$ cat config.mk
export PLATFORM = sky130hd
export DESIGN_NAME = sound_noise_channel
export DESIGN_NICKNAME = d
export VERILOG_FILES = /design/src/rtl/snd_pkg.sv /design/src/rtl/sound_noise_channel_if.sv /design/src/rtl/snd_envelope.sv /design/src/rtl/sound_noise_channel.sv
export SDC_FILE = /design/constraint.sdc
export NUM_CORES = 1
export LEC_CHECK = 0
export ABC_AREA = 1
export BUFFER_PORTS_ARGS = -buffer_cell sky130_fd_sc_hd__clkbuf_2
export CORE_MARGIN = 5
export CORE_UTILIZATION = 62
export DETAILED_ROUTE_END_ITERATION = 7
export GPL_TIMING_DRIVEN = 0
export HOLD_SLACK_MARGIN = 0.03
export PLACE_DENSITY = 0.8
export SYNTH_ARGS = -nofsm -noshare
export SYNTH_HDL_FRONTEND = slang
export SYNTH_SLANG_ARGS = --single-unit
$ cat constraint.sdc
create_clock -name I_CLK -period 2.1 [get_ports I_CLK]
set_input_delay 0.105 -clock I_CLK [delete_from_list [all_inputs] [get_ports I_CLK]]
set_output_delay 0.105 -clock I_CLK [all_outputs]
set_load 0.005 [all_outputs]
$ cat src/rtl/snd_pkg.sv
// Shared sound-channel definitions: register offsets, LFSR seed and noise divisor table.
package snd_pkg;

  localparam logic [1:0]  ADDR_NR41 = 2'd0;
  localparam logic [1:0]  ADDR_NR42 = 2'd1;
  localparam logic [1:0]  ADDR_NR43 = 2'd2;
  localparam logic [1:0]  ADDR_NR44 = 2'd3;
  localparam logic [14:0] LFSR_SEED = 15'h7FFF;

  // Timer period in channel ticks: D << shift, D = 8 for code 0 else 16*code.
  function automatic logic [19:0] noise_period(input logic [3:0] shift, input logic [2:0] code);
    logic [19:0] base;
    base = (code == 3'd0) ? 20'd8 : {13'd0, code, 4'd0};
    return base << shift;
  endfunction

endpackage

$ cat src/rtl/sound_noise_channel_if.sv
// Register-write bus and frame-sequencer tick strobes shared by sound channels.
interface sound_noise_channel_if;
  logic [1:0] reg_addr;
  logic [7:0] reg_data;
  logic       reg_we;
  logic       tick_ch;
  logic       tick_len;
  logic       tick_env;

  modport master (output reg_addr, reg_data, reg_we, tick_ch, tick_len, tick_env);
  modport slave  (input  reg_addr, reg_data, reg_we, tick_ch, tick_len, tick_env);
endinterface

$ cat src/rtl/snd_envelope.sv
// Volume envelope: owns the NRx2 register, steps volume up/down every P envelope ticks with saturation.
module snd_envelope
  import snd_pkg::*;
#(
  parameter logic [1:0] REG_ADDR = ADDR_NR42
) (
  input  logic                 clk,
  input  logic                 rst_n,
  sound_noise_channel_if.slave bus,
  input  logic                 trigger,
  output logic [3:0]           volume,
  output logic                 dac_on
);

  logic [7:0] nrx2_q, nrx2_d;
  logic [3:0] vol_q, vol_d;
  logic       up_q, up_d;
  logic [2:0] period_q, period_d;
  logic [2:0] timer_q, timer_d;

  always_comb begin
    nrx2_d   = nrx2_q;
    vol_d    = vol_q;
    up_d     = up_q;
    period_d = period_q;
    timer_d  = timer_q;
    if (bus.reg_we && bus.reg_addr == REG_ADDR) nrx2_d = bus.reg_data;
    // Register contents only reach the live envelope on a trigger.
    if (trigger) begin
      vol_d    = nrx2_q[7:4];
      up_d     = nrx2_q[3];
      period_d = nrx2_q[2:0];
      timer_d  = nrx2_q[2:0];
    end else if (bus.tick_env && period_q != 3'd0) begin
      if (timer_q <= 3'd1) begin
        timer_d = period_q;
        if (up_q && vol_q != 4'hF)       vol_d = vol_q + 4'd1;
        else if (!up_q && vol_q != 4'h0) vol_d = vol_q - 4'd1;
      end else begin
        timer_d = timer_q - 3'd1;
      end
    end
  end

  always_ff @(posedge clk or negedge rst_n) begin
    if (!rst_n) begin
      nrx2_q   <= '0;
      vol_q    <= '0;
      up_q     <= 1'b0;
      period_q <= '0;
      timer_q  <= '0;
    end else begin
      nrx2_q   <= nrx2_d;
      vol_q    <= vol_d;
      up_q     <= up_d;
      period_q <= period_d;
      timer_q  <= timer_d;
    end
  end

  assign volume = vol_q;
  assign dac_on = (nrx2_q[7:3] != 5'd0);

endmodule

$ cat src/rtl/sound_noise_channel.sv
// Noise channel: 15/7-bit LFSR clocked by a programmable timer, length counter and envelope.
// Define SND_NOISE_SIGNED_EN for a two's-complement O_SAMPLE; default is unsigned.
module sound_noise_channel
  import snd_pkg::*;
#(
  parameter int SAMPLE_W = 8,
  parameter int TIMER_W  = 20
) (
  input  logic                I_CLK,
  input  logic                I_RESET_L,
  input  logic [1:0]          I_REG_ADDR,
  input  logic [7:0]          I_REG_DATA,
  input  logic                I_REG_WE,
  input  logic                I_TICK_CH,
  input  logic                I_TICK_LEN,
  input  logic                I_TICK_ENV,
  output logic [SAMPLE_W-1:0] O_SAMPLE,
  output logic                O_ACTIVE,
  output logic                O_LFSR_BIT
);

  sound_noise_channel_if bus_if ();
  assign bus_if.reg_addr = I_REG_ADDR;
  assign bus_if.reg_data = I_REG_DATA;
  assign bus_if.reg_we   = I_REG_WE;
  assign bus_if.tick_ch  = I_TICK_CH;
  assign bus_if.tick_len = I_TICK_LEN;
  assign bus_if.tick_env = I_TICK_ENV;

  logic [7:0]          nr43_q, nr43_d;
  logic [7:0]          cfg_q, cfg_d;
  logic                len_en_q, len_en_d;
  logic [6:0]          len_cnt_q, len_cnt_d;
  logic                active_q, active_d;
  logic [14:0]         lfsr_q, lfsr_d;
  logic [TIMER_W-1:0]  timer_q, timer_d;
  logic [SAMPLE_W-1:0] sample_q, sample_d;

  logic [3:0]          volume;
  logic                dac_on;
  logic                wr_nr41, wr_nr42, wr_nr43, wr_nr44, trigger;
  logic                lfsr_x;
  logic [14:0]         lfsr_step;
  logic [TIMER_W-1:0]  trig_period, run_period;
  logic [SAMPLE_W-1:0] mag;

  assign wr_nr41 = I_REG_WE && I_REG_ADDR == ADDR_NR41;
  assign wr_nr42 = I_REG_WE && I_REG_ADDR == ADDR_NR42;
  assign wr_nr43 = I_REG_WE && I_REG_ADDR == ADDR_NR43;
  assign wr_nr44 = I_REG_WE && I_REG_ADDR == ADDR_NR44;
  assign trigger = wr_nr44 && I_REG_DATA[7];

  assign trig_period = TIMER_W'(noise_period(nr43_q[7:4], nr43_q[2:0]));
  assign run_period  = TIMER_W'(noise_period(cfg_q[7:4], cfg_q[2:0]));

  snd_envelope #(.REG_ADDR(ADDR_NR42)) u_env (
    .clk     (I_CLK),
    .rst_n   (I_RESET_L),
    .bus     (bus_if.slave),
    .trigger (trigger),
    .volume  (volume),
    .dac_on  (dac_on)
  );

  always_comb begin
    lfsr_x    = lfsr_q[0] ^ lfsr_q[1];
    lfsr_step = {lfsr_x, lfsr_q[14:1]};
    if (cfg_q[3]) lfsr_step[6] = lfsr_x;
  end

  always_comb begin
    nr43_d    = nr43_q;
    cfg_d     = cfg_q;
    len_en_d  = len_en_q;
    len_cnt_d = len_cnt_q;
    active_d  = active_q;
    lfsr_d    = lfsr_q;
    timer_d   = timer_q;
    if (wr_nr43) nr43_d   = I_REG_DATA;
    if (wr_nr44) len_en_d = I_REG_DATA[6];

    // An NR41 load beats the length tick; a trigger only refills an exhausted counter.
    if (wr_nr41) begin
      len_cnt_d = 7'd64 - {1'b0, I_REG_DATA[5:0]};
    end else if (trigger) begin
      if (len_cnt_q == 7'd0) len_cnt_d = 7'd64;
    end else if (I_TICK_LEN && len_en_q && len_cnt_q != 7'd0) begin
      len_cnt_d = len_cnt_q - 7'd1;
      if (len_cnt_q == 7'd1) active_d = 1'b0;
    end
    if (wr_nr42 && I_REG_DATA[7:3] == 5'd0) active_d = 1'b0;
    if (trigger) active_d = dac_on;

    // Shifts 14 and 15 freeze the LFSR entirely.
    if (trigger) begin
      cfg_d   = nr43_q;
      lfsr_d  = LFSR_SEED;
      timer_d = trig_period;
    end else if (active_q && I_TICK_CH && cfg_q[7:4] < 4'd14) begin
      if (timer_q <= TIMER_W'(1)) begin
        timer_d = run_period;
        lfsr_d  = lfsr_step;
      end else begin
        timer_d = timer_q - TIMER_W'(1);
      end
    end
  end

`ifdef SND_NOISE_SIGNED_EN
  always_comb begin
    mag      = SAMPLE_W'(volume) << (SAMPLE_W - 5);
    sample_d = '0;
    if (active_q) sample_d = lfsr_q[0] ? (~mag + SAMPLE_W'(1)) : mag;
  end
`else
  always_comb begin
    mag      = SAMPLE_W'(volume) << (SAMPLE_W - 4);
    sample_d = (active_q && !lfsr_q[0]) ? mag : '0;
  end
`endif

  always_ff @(posedge I_CLK or negedge I_RESET_L) begin
    if (!I_RESET_L) begin
      nr43_q    <= '0;
      cfg_q     <= '0;
      len_en_q  <= 1'b0;
      len_cnt_q <= '0;
      active_q  <= 1'b0;
      lfsr_q    <= LFSR_SEED;
      timer_q   <= '0;
      sample_q  <= '0;
    end else begin
      nr43_q    <= nr43_d;
      cfg_q     <= cfg_d;
      len_en_q  <= len_en_d;
      len_cnt_q <= len_cnt_d;
      active_q  <= active_d;
      lfsr_q    <= lfsr_d;
      timer_q   <= timer_d;
      sample_q  <= sample_d;
    end
  end

  assign O_SAMPLE   = sample_q;
  assign O_ACTIVE   = active_q;
  assign O_LFSR_BIT = ~lfsr_q[0];

endmodule
==> summary.txt <==
Setup path
  – WS Path Type: reg -> reg
  – Arr. time, crit path: 2.10 ns
  – Crit path cell chain: inv_1 > o21ai_2 > ha_1 > a21oi_1 > o21ai_0 > xor2_1 > nand2_1 > nand3_1
  – Crit. End Element: register
  – Crit path required time: roughly 2.4 ns
  – CP max stage cell: dfrtp_1
  – Worst setup SP type: register
  – Maximum fanout along the worst path: 5
  – CP peak stage delay: about 0.44 ns

Logic synthesis
  – Post-Synth XOR/XNOR Area: under 10%
  – Top FF cell, synth: dfrtp_1
  – Most common cell in the netlist: nand2_1
  – Yosys reg bits: 83
  – Synth unique cells: 45
  – Commonest cells in the netlist: nand2_1, nor2_1, nand3_1, dfrtp_1, inv_1
  – Register area share after synthesis: 39.1%
  – Synth area leaders: dfrtp_1, nand2_1, dfstp_2
  – Post-synth EDFFs: 0
  – Synth Area in Simple Gates: approximately a third
  – Syn avg cell area: 7.26 sq um
  – Post-synth ARST share: 100%
  – Synthesized instance count: approximately 740
  – Fraction of synthesized area in multiplexers: 0%
  – Mapped Area: roughly 5400 sq um
  – Synth area leader: dfrtp_1
  – Main combinational cell family by area after synthesis: simple AND/OR/NAND/NOR gates
  – Yosys top cell area share: 31.7%
  – Post-synthesis compound-gate area fraction: around an eighth
  – Post-Synth Adder-Cell Area: roughly 2.7%
  – Yosys warns: 0

Routing
  – Routed Wire Length: between 10,000 and 15,000 microns
  – Post-DR vias/cell: 5.61
  – Drt first pass iters: 6
  – Vias post-DR: between 4,000 and 5,000
  – Starting DRT DRC Count: 395
  – Antenna viol nets, final: 0
  – DR WL/cell: between 10 and 15 microns
  – DRC viols: 0

Power and ir drop
  – Pwr/cell area: between 1000 and 1500 nW/um^2
  – Switching power: ~0.0027 W
  – P_leak: 2.88 nW
  – Net Sw Frac: between 40 and 50%
  – Maximum VDD drop: 0.671 mV
  – Clock share of power: between 10% and 20%
  – Flop pwr share: 41.1%
  – Comb pwr share: about 40%
  – Pint: between 0.003 and 0.004 W

Clocking
  – CTS tree: done
  – Setup bufs post-CTS: 0
  – Clock transition at path regs: ~0.090 ns
  – Skew-Pair Late Insertion Delay: about 0.37 ns
  – CTS max path bufs: 2
  – Total clock buffers created by CTS: 9
  – Clk Tree Root Cell: clkbuf_8
  – CTS Sinks: slightly above 80
  – H-tree depth: 3

Global route
  – Largest net degree at the start of global routing: ~60
  – Global route overflow: 0
  – Vias in the first global route: just under 5,000
  – First-pass GRT wire length: about 22,000 microns
  – Initial antenna violation count: 0
  – Global routing usage summed across all routing layers: between 20% and 30%

Cells and area
  – Fillers: ~740
  – Area delta synth->final: 9.24%
  – Design area: just under 6000 sq um
  – Share of post-route cells with drive strength above 1: between 15 and 20%
  – Diode count: 0
  – Final #Nets: around 800
  – Final design utilization: 68.2%

Timing
  – Final worst path period share: between 80 and 90%
  – # setup viols final: 0
  – Worst Tran Pin Value: between 0.5 and 0.6 ns
  – Max Clk Rate: 0.545 GHz
  – Final slew viol count: 0
  – Number of hold violations in the final report: 0
  – Period minus WS final: ~1.8 ns
  – Max_slew headroom: 65.3%
  – Post-Route Skew: 0.0141 ns
  – RSZ-0062 raised after global routing: false
  – Setup TNS: 0 ns

Placed design
  – Post-DP HPWL: 9950 microns
  – GP Congestion: 0.904
  – Placement Cell Area: about 5600 sq um
  – Input/output buffers: 21

Worst hold path
  – HP Class: in -> reg

Floorplanning
  – Die Height: 103 microns
  – Die W: slightly above 100 microns
  – Total die area: about 11,000 sq um
  – Core area: 8590 sq um
  – I/O Pins: 26
  – Starting Density: 62.4%
  – # rows: 34

Status
  – Status: completed

Flow run
  – Max cap viols: 0
[through the flow]
stage               cells  hold slack, ns  setup WS [ns]  power, W
finish                889          0.0537          0.264   0.00640
floorplan             742          -0.191          0.368   0.00456
global placement      871           0.353         0.0786   0.00509
global route          889          0.0574          0.137   0.00694
CTS                   889          0.0490          0.133   0.00638
detailed placement    872          0.0805          0.153   0.00522
[logic make-up after synthesis]
| group | after synthesis |
|---|---|
| other | 1 |
| XOR/XNOR | 14 |
| adder cells (fa/ha/maj) | 11 |
| AND/OR/NAND/NOR | 415 |
| AO/OA/AOI/OAI | 116 |
| flip-flops | 83 |
| buffers and inverters | 99 |
[power groups by stage]
stage / clock [W] / sequential [W] / combinational [W]
4_1_cts: 0.00117 / 0.00262 / 0.00259
2_1_floorplan: 0 / 0.00253 / 0.00203
6_report: 0.00116 / 0.00263 / 0.00261
5_1_grt: 0.00125 / 0.00270 / 0.00298
3_5_place_dp: 0 / 0.00264 / 0.00258
3_3_place_gp: 0 / 0.00262 / 0.00247
[path summary, 6_finish.rpt]
check / from / to / slack (ns) / cells after the start
min reg2reg: lfsr_q[8] / lfsr_q[8] / 0.47 / 2
min in group asynchronous: I_RESET_L / u_env.period_q[1] / 0.22 / 2
min: I_REG_DATA[5] / nr43_q[5] / 0.05 / 3
max reg2reg: u_env.volume[1] / u_env.volume[3] / 0.26 / 8
max in group asynchronous: I_RESET_L / lfsr_q[0] / 1.20 / 3
max: u_env.volume[1] / u_env.volume[3] / 0.26 / 8
[worst max-delay path, delay by kind of cell, from the launching register on]
| family | cells | cell delay [ns] |
|---|---|---|
| xor+xnor | 1 | 0.18 |
| fa+ha+maj | 1 | 0.33 |
| buf+inv | 1 | 0.11 |
| simple gates | 2 | 0.13 |
| compound gates | 3 | 0.54 |
| flops | 1 | 0.44 |
[registers in the layout, indices dropped and copies added (netlist names), 4 cells and up]
signal	cells
len_cnt_q	7
cfg_q	8
u_env.nrx2_q	8
O_SAMPLE	4
timer_q	20
u_env.volume	4
nr43_q	8
lfsr_q	15
[area by class of cell]
class / count / area (sq um) / area share [%]
Timing Repair Buffer: 24 / 155 / 2.65
Buffer: 24 / 151 / 2.58
Tap cell: 108 / 135 / 2.31
Inverter: 75 / 282 / 4.80
Clock buffer: 9 / 124 / 2.11
Multi-Input combinational cell: 560 / 2850 / 48.6
Clock inverter: 6 / 66.3 / 1.13
Sequential cell: 83 / 2100 / 35.8
[cell usage in the layout (no fill, tap or decap), types with 8 or more instances in the layout]
cell type	synthesis	layout
ha_1	10	10
nand2_1	193	193
a21oi_1	24	24
o21ai_0	55	55
nor2_1	94	94
clkbuf_8	0	9
o21ai_2	12	13
nor2_2	10	10
clkbuf_2	0	20
buf_4	8	8
nand2_2	15	15
inv_1	68	68
dfstp_2	15	15
nand3_1	75	75
dfrtp_1	68	68
[timing repair]
action	in CTS	in global routing
hold buffers	2	0
resized for setup	0	1
endpoints found under the setup margin	0	1
endpoints found under the hold margin	26	0
[metal layers]
layer	global-route usage [%]	share of wire (%)	vias up
li1	-	-	2453
met1	36.3	44	2319
met4	8.67	1.8	0
met2	43.5	48	184
met3	4.74	6.8	31
met5	0	0	-
No activity file was read; power rests on OpenSTA's default activity.
